File: src/rtl/memory_pkg.sv
// Shared types and helpers for the multi-read-port scratch memory.
package memory_pkg;

  typedef enum logic {
    ST_IDLE,
    ST_CLEAR
  } state_t;

  localparam int RD_FIRST = 0;
  localparam int WR_FIRST = 1;

  localparam int MERGE_W = 64;

  // Bits whose lane is enabled come from new_word, all others from old_word.
  function automatic logic [MERGE_W-1:0] lane_merge(
    input logic [MERGE_W-1:0] old_word,
    input logic [MERGE_W-1:0] new_word,
    input logic [MERGE_W-1:0] lane_en,
    input int                 lane_w
  );
    logic [MERGE_W-1:0] merged;
    merged = old_word;
    for (int b = 0; b < MERGE_W; b++) begin
      if (lane_en[6'(b / lane_w)]) merged[6'(b)] = new_word[6'(b)];
    end
    return merged;
  endfunction

endpackage

File: src/rtl/memory_clr_fsm.sv
// Clear sequencer: sweeps every word after reset or an accepted clear request.
module memory_clr_fsm
  import memory_pkg::*;
#(
  parameter int MEM_SIZE  = 6,
  parameter int ADDR_SIZE = $clog2(MEM_SIZE)
) (
  input  logic                 clk,
  input  logic                 rst,
  input  logic                 clear_req,
  output logic                 busy,
  output logic                 clr_we,
  output logic [ADDR_SIZE-1:0] clr_addr
);

  localparam logic [ADDR_SIZE-1:0] LAST = ADDR_SIZE'(MEM_SIZE - 1);

  state_t               state, next_state;
  logic [ADDR_SIZE-1:0] clr_cnt, next_cnt;
  logic                 sweep;

  always_ff @(posedge clk) begin
    if (rst) begin
      state   <= ST_CLEAR;
      clr_cnt <= '0;
    end else begin
      state   <= next_state;
      clr_cnt <= next_cnt;
    end
  end

  always_comb begin
    next_state = state;
    next_cnt   = clr_cnt;
    sweep      = 1'b0;
    unique case (state)
      ST_IDLE: begin
        if (clear_req) begin
          next_state = ST_CLEAR;
          next_cnt   = '0;
        end
      end
      ST_CLEAR: begin
        sweep = 1'b1;
        if (clr_cnt == LAST) next_state = ST_IDLE;
        else                 next_cnt   = clr_cnt + ADDR_SIZE'(1);
      end
      default: next_state = ST_IDLE;
    endcase
  end

  // Reset holds the array untouched but already reports the memory as busy.
  assign busy     = rst | (state == ST_CLEAR);
  assign clr_we   = sweep & ~rst;
  assign clr_addr = clr_cnt;

endmodule

File: src/rtl/memory_mp.sv
// Multi-read-port memory with lane-masked writes, hardware clear and out-of-range flag.
module memory_mp
  import memory_pkg::*;
#(
  parameter int                MEM_SIZE  = 6,
  parameter int                DATA_W    = 10,
  parameter int                ADDR_SIZE = $clog2(MEM_SIZE),
  parameter int                RD_PORTS  = 2,
  parameter int                LANE_W    = 5,
  parameter int                LANES     = DATA_W / LANE_W,
  parameter int                RD_MODE   = 0,
  parameter int                OUT_REG   = 0,
  parameter logic [DATA_W-1:0] CLR_VAL   = '0
) (
  input  logic                          clk,
  input  logic                          rst,
  input  logic                          write_flag,
  input  logic [ADDR_SIZE-1:0]          addr_w,
  input  logic [DATA_W-1:0]             data_in,
  input  logic [LANES-1:0]              lane_en,
  input  logic [RD_PORTS-1:0]           read_flag,
  input  logic [RD_PORTS*ADDR_SIZE-1:0] addr_r,
  output logic [RD_PORTS*DATA_W-1:0]    data_out,
  output logic [RD_PORTS-1:0]           data_valid,
  input  logic                          clear_req,
  output logic                          busy,
  output logic                          err_addr
);

  localparam logic [ADDR_SIZE:0] MEM_LIM = (ADDR_SIZE + 1)'(MEM_SIZE);

  logic [DATA_W-1:0]    mem [MEM_SIZE];
  logic                 clr_we;
  logic [ADDR_SIZE-1:0] clr_addr;
  logic                 idle, wr_req, wr_in_range, clear_accept;
  logic [ADDR_SIZE-1:0] wr_idx;
  logic [DATA_W-1:0]    wr_merged;
  logic [RD_PORTS-1:0]  rd_oor;

  memory_clr_fsm #(
    .MEM_SIZE (MEM_SIZE),
    .ADDR_SIZE(ADDR_SIZE)
  ) u_clr_fsm (
    .clk      (clk),
    .rst      (rst),
    .clear_req(clear_req),
    .busy     (busy),
    .clr_we   (clr_we),
    .clr_addr (clr_addr)
  );

  assign idle         = ~busy;
  assign wr_req       = idle & write_flag;
  assign clear_accept = idle & clear_req;
  assign wr_in_range  = {1'b0, addr_w} < MEM_LIM;
  assign wr_idx       = wr_in_range ? addr_w : '0;
  assign wr_merged    = DATA_W'(lane_merge(64'(mem[wr_idx]), 64'(data_in),
                                           64'(lane_en), LANE_W));

  // The sweep owns the write port while it runs; user writes are only taken when idle.
  always_ff @(posedge clk) begin
    if (clr_we)                    mem[clr_addr] <= CLR_VAL;
    else if (wr_req && wr_in_range) mem[wr_idx]  <= wr_merged;
  end

  always_ff @(posedge clk) begin
    if (rst)                                        err_addr <= 1'b0;
    else if ((wr_req && !wr_in_range) || |rd_oor)   err_addr <= 1'b1;
    else if (clear_accept)                          err_addr <= 1'b0;
  end

  for (genvar p = 0; p < RD_PORTS; p++) begin : g_rd
    logic [ADDR_SIZE-1:0] ra, ra_idx;
    logic                 rd_req, rd_in_range, hit, s1_valid;
    logic [DATA_W-1:0]    rd_word, s1_data;

    assign ra          = addr_r[p*ADDR_SIZE +: ADDR_SIZE];
    assign rd_req      = idle & read_flag[p];
    assign rd_in_range = {1'b0, ra} < MEM_LIM;
    assign ra_idx      = rd_in_range ? ra : '0;
    assign rd_oor[p]   = rd_req & ~rd_in_range;
    assign hit         = (RD_MODE == WR_FIRST) && wr_req && wr_in_range && (addr_w == ra);

    // Write-first forwards the merged word; read-first sees the array before the write lands.
    always_comb begin
      rd_word = '0;
      if (rd_in_range) rd_word = hit ? wr_merged : mem[ra_idx];
    end

    always_ff @(posedge clk) begin
      if (rst) begin
        s1_valid <= 1'b0;
        s1_data  <= '0;
      end else begin
        s1_valid <= rd_req;
        if (rd_req) s1_data <= rd_word;
      end
    end

    if (OUT_REG != 0) begin : g_oreg
      logic              s2_valid;
      logic [DATA_W-1:0] s2_data;

      always_ff @(posedge clk) begin
        if (rst) begin
          s2_valid <= 1'b0;
          s2_data  <= '0;
        end else begin
          s2_valid <= s1_valid;
          if (s1_valid) s2_data <= s1_data;
        end
      end

      assign data_out[p*DATA_W +: DATA_W] = s2_data;
      assign data_valid[p]                = s2_valid;
    end else begin : g_direct
      assign data_out[p*DATA_W +: DATA_W] = s1_data;
      assign data_valid[p]                = s1_valid;
    end
  end

endmodule

File: config.mk
export PLATFORM = sky130hd
export DESIGN_NAME = memory_mp
export DESIGN_NICKNAME = d
export VERILOG_FILES = /design/src/rtl/memory_pkg.sv /design/src/rtl/memory_clr_fsm.sv /design/src/rtl/memory_mp.sv
export SDC_FILE = /design/constraint.sdc
export NUM_CORES = 1
export LEC_CHECK = 0
export ABC_CLOCK_PERIOD_IN_PS = 2700
export CELL_PAD_IN_SITES_DETAIL_PLACEMENT = 0
export CELL_PAD_IN_SITES_GLOBAL_PLACEMENT = 1
export CORE_MARGIN = 3
export CORE_UTILIZATION = 40
export CTS_CLUSTER_SIZE = 28
export DETAILED_ROUTE_END_ITERATION = 10
export GPL_TIMING_DRIVEN = 0
export PLACE_DENSITY_LB_ADDON = 0.25
export SLEW_MARGIN = 20
export SYNTH_ARGS = -nofsm -noshare
export SYNTH_HDL_FRONTEND = slang
export SYNTH_HIERARCHICAL = 1
export SYNTH_SLANG_ARGS = --single-unit
File: constraint.sdc
create_clock -name clk -period 2.7 [get_ports clk]
set_input_delay 0.81 -clock clk [delete_from_list [all_inputs] [get_ports clk]]
set_output_delay 0.81 -clock clk [all_outputs]
set_load 0.005 [all_outputs]
==> results.cfg, run 1 <==
[run_status]
run_status = finished clean

[critical_path]
cp_data_required_time_ns = 2.78
worst-path-buf-inv = 1
cp_top_family = simple AND/OR/NAND/NOR gates
startpoint = rst
worstPathMaxFanout = 10
cp_data_arrival_time_ns = 2.71
r2r.worst_path.cells = 5
cp.depth = 6
start_kind = primary input
r2r-end = mem[5][5]
critical_path_class = primary input to flop
worstPathCellList = buf_2, or2_4, or3b_4, a211oi_4, mux2i_2, nor2_2
crit_path_end_kind = flop
endpoint = mem[5][5]
r2r_slack_ns = 0.32
slowest_stage = mux2i_2
slowest_delay_ns = 0.45
rr_startpoint = u_clr_fsm/state

[global_routing]
grt_util_all_layers_pct = 17.12
grt_pass1_wl_um = 14750
overflow = 0
antenna_found_initial = 0
grt_max_degree = 14
grt_pass1_vias = 2781

[floorplan]
die_w_um = 106.4
placeableCoreArea_um2 = 9774
die_h_um = 106.4
ios = 51
row_count = 36
initial_core_util_pct = 41.27
dieArea_um2 = 11330

[synth]
synth_top_cell_area_share_pct = 44.67
netlist_area_um2 = 4034
ys_seq_elements = 87
post-synth-top-area-cell = edfxtp_1
yosysWarningCount = 6
synth.avg_cell_area_um2 = 12.49
synthFlopType = edfxtp_1
synth_area_leaders = edfxtp_1, dfxtp_1, mux4_2, mux2i_1, nor2_1
seq_area_frac_synth_pct = 58.06
synth_most_common_cell = edfxtp_1
ys_types = 45
yosys-top-cells-count = edfxtp_1, nor2_1, dfxtp_1, mux2i_1
syn_inst = 323
async_flop_share_pct = 0
synth_edf_count = 60
syn_nets = 352

[cells_and_area]
instances_no_fill = 521
fin_util_pct = 50.49
nFillCells = 870
seq_area_um2 = 2342
final_area_um2 = 4935
fin_nets = 412
layout-drive-gt1-share_pct = 16.49
syn2layout_area_growth_pct = 22.33
multiInputGateArea_um2 = 1663
n_antenna_cell = 0

[clocking]
htreeDepth = 3
cts_tree = built
clk_pin_slew_ns = 0.08
cts_buffers = 9
holdBufCountCts = 0
clkLatencyLatePin_ns = 0.35
cts_buffer_depth = 2
clock-sinks = 87
root_buffer = clkbuf_8

[routing]
first_pass_iters = 4
via_count = 2707
via_per_inst = 5.196
drc = 0
drtIter0Drc = 103
wl_per_cell_um = 17.47
ant_nets = 0
wirelength_um = 9100

[power_and_ir_drop]
vdd_drop_max_mv = 0.2224
pwr-share-comb_pct = 11.6
seq_power_share_pct = 56.9
p_leak_nw = 1.655
p_sw_share_pct = 24.20
p_per_area_nw_per_um2 = 532.0
internal-power_mw = 1.990
switchingPower_uw = 635.3
clkPwrFrac_pct = 31.5
p_total_mw = 2.625

[timing]
slew_headroom_pct = 55.52
finalSetupViolCount = 0
rsz0062_at_grt = false
worst_clock_skew_ns = 0.01052
hold_viol_final = 0
finalCritPeriodShare_pct = 97.30
setup_tns_ns = 0
timing.fmax_ghz = 0.3806
layout_min_cycle_time_ns = 2.627
tightest_slew_ns = 0.6672
slew_violations = 0

[placement]
io_buffers = 48
postPlaceCellArea_um2 = 4696
dp_cells = 504
hpwl_um = 7093
gp_routability_congestion = 0.7754

[worst_hold_path]
hp-class = flop to flop

[job]
cap_violations = 0
[sequential cells by signal (all words and copies together), names as in the netlist]
| register | flops |
|---|---|
| err_addr | 1 |
| g_rd.s1_data | 20 |
| g_rd.s1_valid | 2 |
| mem | 60 |
| u_clr_fsm/clr_addr | 3 |
| u_clr_fsm/state | 1 |
[placed cells by master (no fill, tap or decap), types with 2 or more instances in the layout]
master	n
o31ai_1	4
clkinv_2	2
and2_1	10
mux2i_1	25
a21o_1	2
edfxtp_1	60
mux2_2	5
dfxtp_1	27
o21ai_0	14
o22ai_1	12
nor2_2	6
nor3_1	11
nand3_1	4
a22oi_1	5
or2_2	2
clkbuf_1	10
nor2_4	6
nor3b_1	2
nand2_1	11
nor2_1	26
mux4_2	13
clkdlybuf4s50_1	47
ha_1	2
a31oi_1	2
buf_4	5
inv_1	3
a21oi_1	14
and2b_1	2
clkbuf_8	11
nand2b_1	5
nor2b_1	13
buf_2	5
buf_1	2
[power by group through the flow]
stage | Combinational (mW) | Clock, mW | Sequential [mW]
2_1_floorplan | 0.181 | 0 | 1.51
3_3_place_gp | 0.282 | 0 | 1.52
3_5_place_dp | 0.284 | 0 | 1.52
4_1_cts | 0.306 | 0.828 | 1.49
5_1_grt | 0.330 | 0.885 | 1.50
6_report | 0.304 | 0.826 | 1.49
[metal layers]
| layer | GRT usage (%) | wire [um] | vias to the layer above |
|---|---|---|---|
| li1 | - | - | 1330 |
| met1 | 23.77 | 4398 | 1300 |
| met2 | 27.06 | 4134 | 62 |
| met3 | 2.611 | 407 | 15 |
| met4 | 6.849 | 159 | 0 |
| met5 | 0 | 0 | - |
[worst min-delay path by stage]
stage / startpoint / endpoint / slack [ns] / cells past startpoint
6_report: g_rd[1].s1_data[2] / g_rd[1].s1_data[2] / 0.47 / 2
5_1_grt: g_rd[1].s1_data[2] / g_rd[1].s1_data[2] / 0.49 / 2
4_1_cts: g_rd[1].s1_data[2] / g_rd[1].s1_data[2] / 0.47 / 2
3_5_place_dp: g_rd[1].s1_data[2] / g_rd[1].s1_data[2] / 0.46 / 2
3_3_place_gp: g_rd[1].s1_data[0] / g_rd[1].s1_data[0] / 0.44 / 2
2_1_floorplan: g_rd[1].s1_data[0] / g_rd[1].s1_data[0] / 0.45 / 2
[timing repair]
| action | CTS | global route |
|---|---|---|
| setup endpoints to repair | 121 | 0 |
| resized for setup | 22 | 0 |
| setup buffers | 1 | 0 |
[worst min-delay path: stages, from the launching register on]
cell and delay, ns:
dfxtp_1 0.33, nand2_1 0.05, o31ai_1 0.05
[metrics by stage]
step                hold slack [ns]  setup slack (ns)
floorplan                    0.4495          -0.07293
global placement             0.4400            -1.037
detailed placement           0.4552            -1.113
CTS                          0.4696            0.1044
global route                 0.4857           0.02063
finish                       0.4661           0.07281
[area by class of cell]
class / count / share of cell area (%)
Clock buffer: 13 / 3.220
Inverter: 3 / 0.2282
Tap cell: 133 / 3.372
Buffer: 19 / 1.876
Sequential cell: 87 / 47.46
Timing Repair Buffer: 49 / 9.787
Clock inverter: 3 / 0.3550
Multi-Input combinational cell: 214 / 33.70
[logic make-up after synthesis]
| kind of cell | synth area share (%) |
|---|---|
| AND/OR/NAND/NOR | 13.40 |
| adder cells (fa/ha/maj) | 0.6202 |
| flip-flops | 58.06 |
| buffers and inverters | 2.574 |
| multiplexers | 15.38 |
| AO/OA/AOI/OAI | 9.957 |
No activity file was read; power rests on OpenSTA's default activity.
==> inputs of run 2 (changes only) <==
- MAX_ROUTING_LAYER: unset -> met4
==> run 2 against run 1 <==
Compared with the run above: clock-buffer cell count did not move; clock power barely moved; critical path depth did not move; highest routed layer unchanged; non-clock buffer count did not move; sequential power barely moved; sequential share of layout area did not move; cell count did not move; utilization did not move.
==> results.cfg, run 2 (synthesis gave the netlist of run 1 again) <==
[run_status]
run_status = finished clean

[critical_path]
cp_data_required_time_ns = 2.78
slowest_stage = mux2i_2
slowest_delay_ns = 0.45
crit_path_end_kind = flop
cp_data_arrival_time_ns = 2.71
start_kind = primary input
worstPathMaxFanout = 10
worstPathCellList = buf_2, or2_4, or3b_4, a211oi_4, mux2i_2, nor2_2
critical_path_class = primary input to flop

[clocking]
clk_pin_slew_ns = 0.08
clkLatencyLatePin_ns = 0.35
clock-sinks = 87
holdBufCountCts = 0
cts_tree = built
htreeDepth = 3
cts_buffers = 9
cts_buffer_depth = 2
root_buffer = clkbuf_8

[routing]
ant_nets = 0
drtIter0Drc = 139
via_count = 2709
wirelength_um = 9078
drc = 0
via_per_inst = 5.200
first_pass_iters = 4
wl_per_cell_um = 17.42

[timing]
layout_min_cycle_time_ns = 2.628
tightest_slew_ns = 0.6643
timing.fmax_ghz = 0.3806
hold_viol_final = 0
finalSetupViolCount = 0
slew_headroom_pct = 55.71
rsz0062_at_grt = false
slew_violations = 0
worst_clock_skew_ns = 0.008714
finalCritPeriodShare_pct = 97.32

[floorplan]
initial_core_util_pct = 41.27
die_h_um = 106.4
dieArea_um2 = 11330
ios = 51
row_count = 36
placeableCoreArea_um2 = 9774
die_w_um = 106.4

[worst_hold_path]
hp-class = flop to flop

[cells_and_area]
final_cell_mix = edfxtp_1, clkdlybuf4s50_1, dfxtp_1, nor2_1, mux2i_1
fin_nets = 412
layout-drive-gt1-share_pct = 16.49
largest_register_ffs = 60
seq_area_um2 = 2342
multiInputGateArea_um2 = 1663
layout_commonest_cell = edfxtp_1
nFillCells = 870
syn2layout_area_growth_pct = 22.33
instances_no_fill = 521
regMostFlops = mem
n_antenna_cell = 0

[power_and_ir_drop]
p_per_area_nw_per_um2 = 531.7
p_leak_nw = 1.655
p_total_mw = 2.624
vdd_drop_max_mv = 0.2223

[global_routing]
antenna_found_initial = 0
grt_pass1_wl_um = 14720
grt_max_degree = 14
grt_pass1_vias = 2780
overflow = 0
grt_util_all_layers_pct = 17.58

[placement]
io_buffers = 48
dp_cells = 504
hpwl_um = 7093
gp_routability_congestion = 0.7860

[job]
cap_violations = 0
==> run 2: metrics by stage <==
stage | utilization (%) | setup TNS, ns | area, um^2 | worst slack [ns] | hold slack, ns
after floorplan | - | -1.139 | 4049 | -0.07293 | 0.4495
after global placement | 48.04 | -94.21 | 4696 | -1.037 | 0.4400
after detailed placement | 48.04 | -102.22 | 4696 | -1.113 | 0.4552
after CTS | 50.49 | 0 | 4935 | 0.1044 | 0.4696
after global routing | 50.49 | 0 | 4935 | 0.02063 | 0.4857
final | 50.49 | 0 | 4935 | 0.07236 | 0.4658
==> run 2: routing by layer <==
layer	global-route usage, %	share of wire, %	vias to the layer above
li1	-	-	1334
met1	23.65	48	1299
met2	27.15	46	60
met3	2.550	3.7	16
met4	6.849	1.8	0
met5	-	0	-
==> run 2: where the power goes <==
part | leakage, nW | internal, mW | total [mW] | switching (mW)
sequential | 0.755 | 1.47 | 1.49 | 0.0294
combinational | 0.811 | 0.142 | 0.304 | 0.162
clock | 0.0894 | 0.383 | 0.825 | 0.442
==> run 2: layout make-up <==
| class | instances | share of cell area [%] |
|---|---|---|
| Tap cell | 133 | 3.372 |
| Sequential cell | 87 | 47.46 |
| Inverter | 3 | 0.2282 |
| Buffer | 19 | 1.876 |
| Clock buffer | 13 | 3.220 |
| Multi-Input combinational cell | 214 | 33.70 |
| Timing Repair Buffer | 49 | 9.787 |
| Clock inverter | 3 | 0.3550 |
==> run 2: timing repair <==
action / in CTS / in global routing
resized for setup: 22 / 0
buffers inserted: 1 / 0
setup endpoints to repair: 121 / 0
==> run 2: worst paths after layout <==
| path | slack [ns] | cells past startpoint | from | endpoint |
|---|---|---|---|---|
| max | 0.07 | 6 | rst | mem[5][5] |
| min | 0.47 | 2 | g_rd[1].s1_data[2] | g_rd[1].s1_data[2] |
| max reg2reg | 0.32 | 5 | u_clr_fsm/state | mem[5][5] |
| min reg2reg | 0.47 | 2 | g_rd[1].s1_data[2] | g_rd[1].s1_data[2] |
==> run 2: critical path: cells and delay by family <==
kind | cells | cell delay, ns
multiplexers | 1 | 0.45
AND/OR/NAND/NOR | 3 | 0.90
AO/OA/AOI/OAI | 1 | 0.38
buffers and inverters | 1 | 0.17
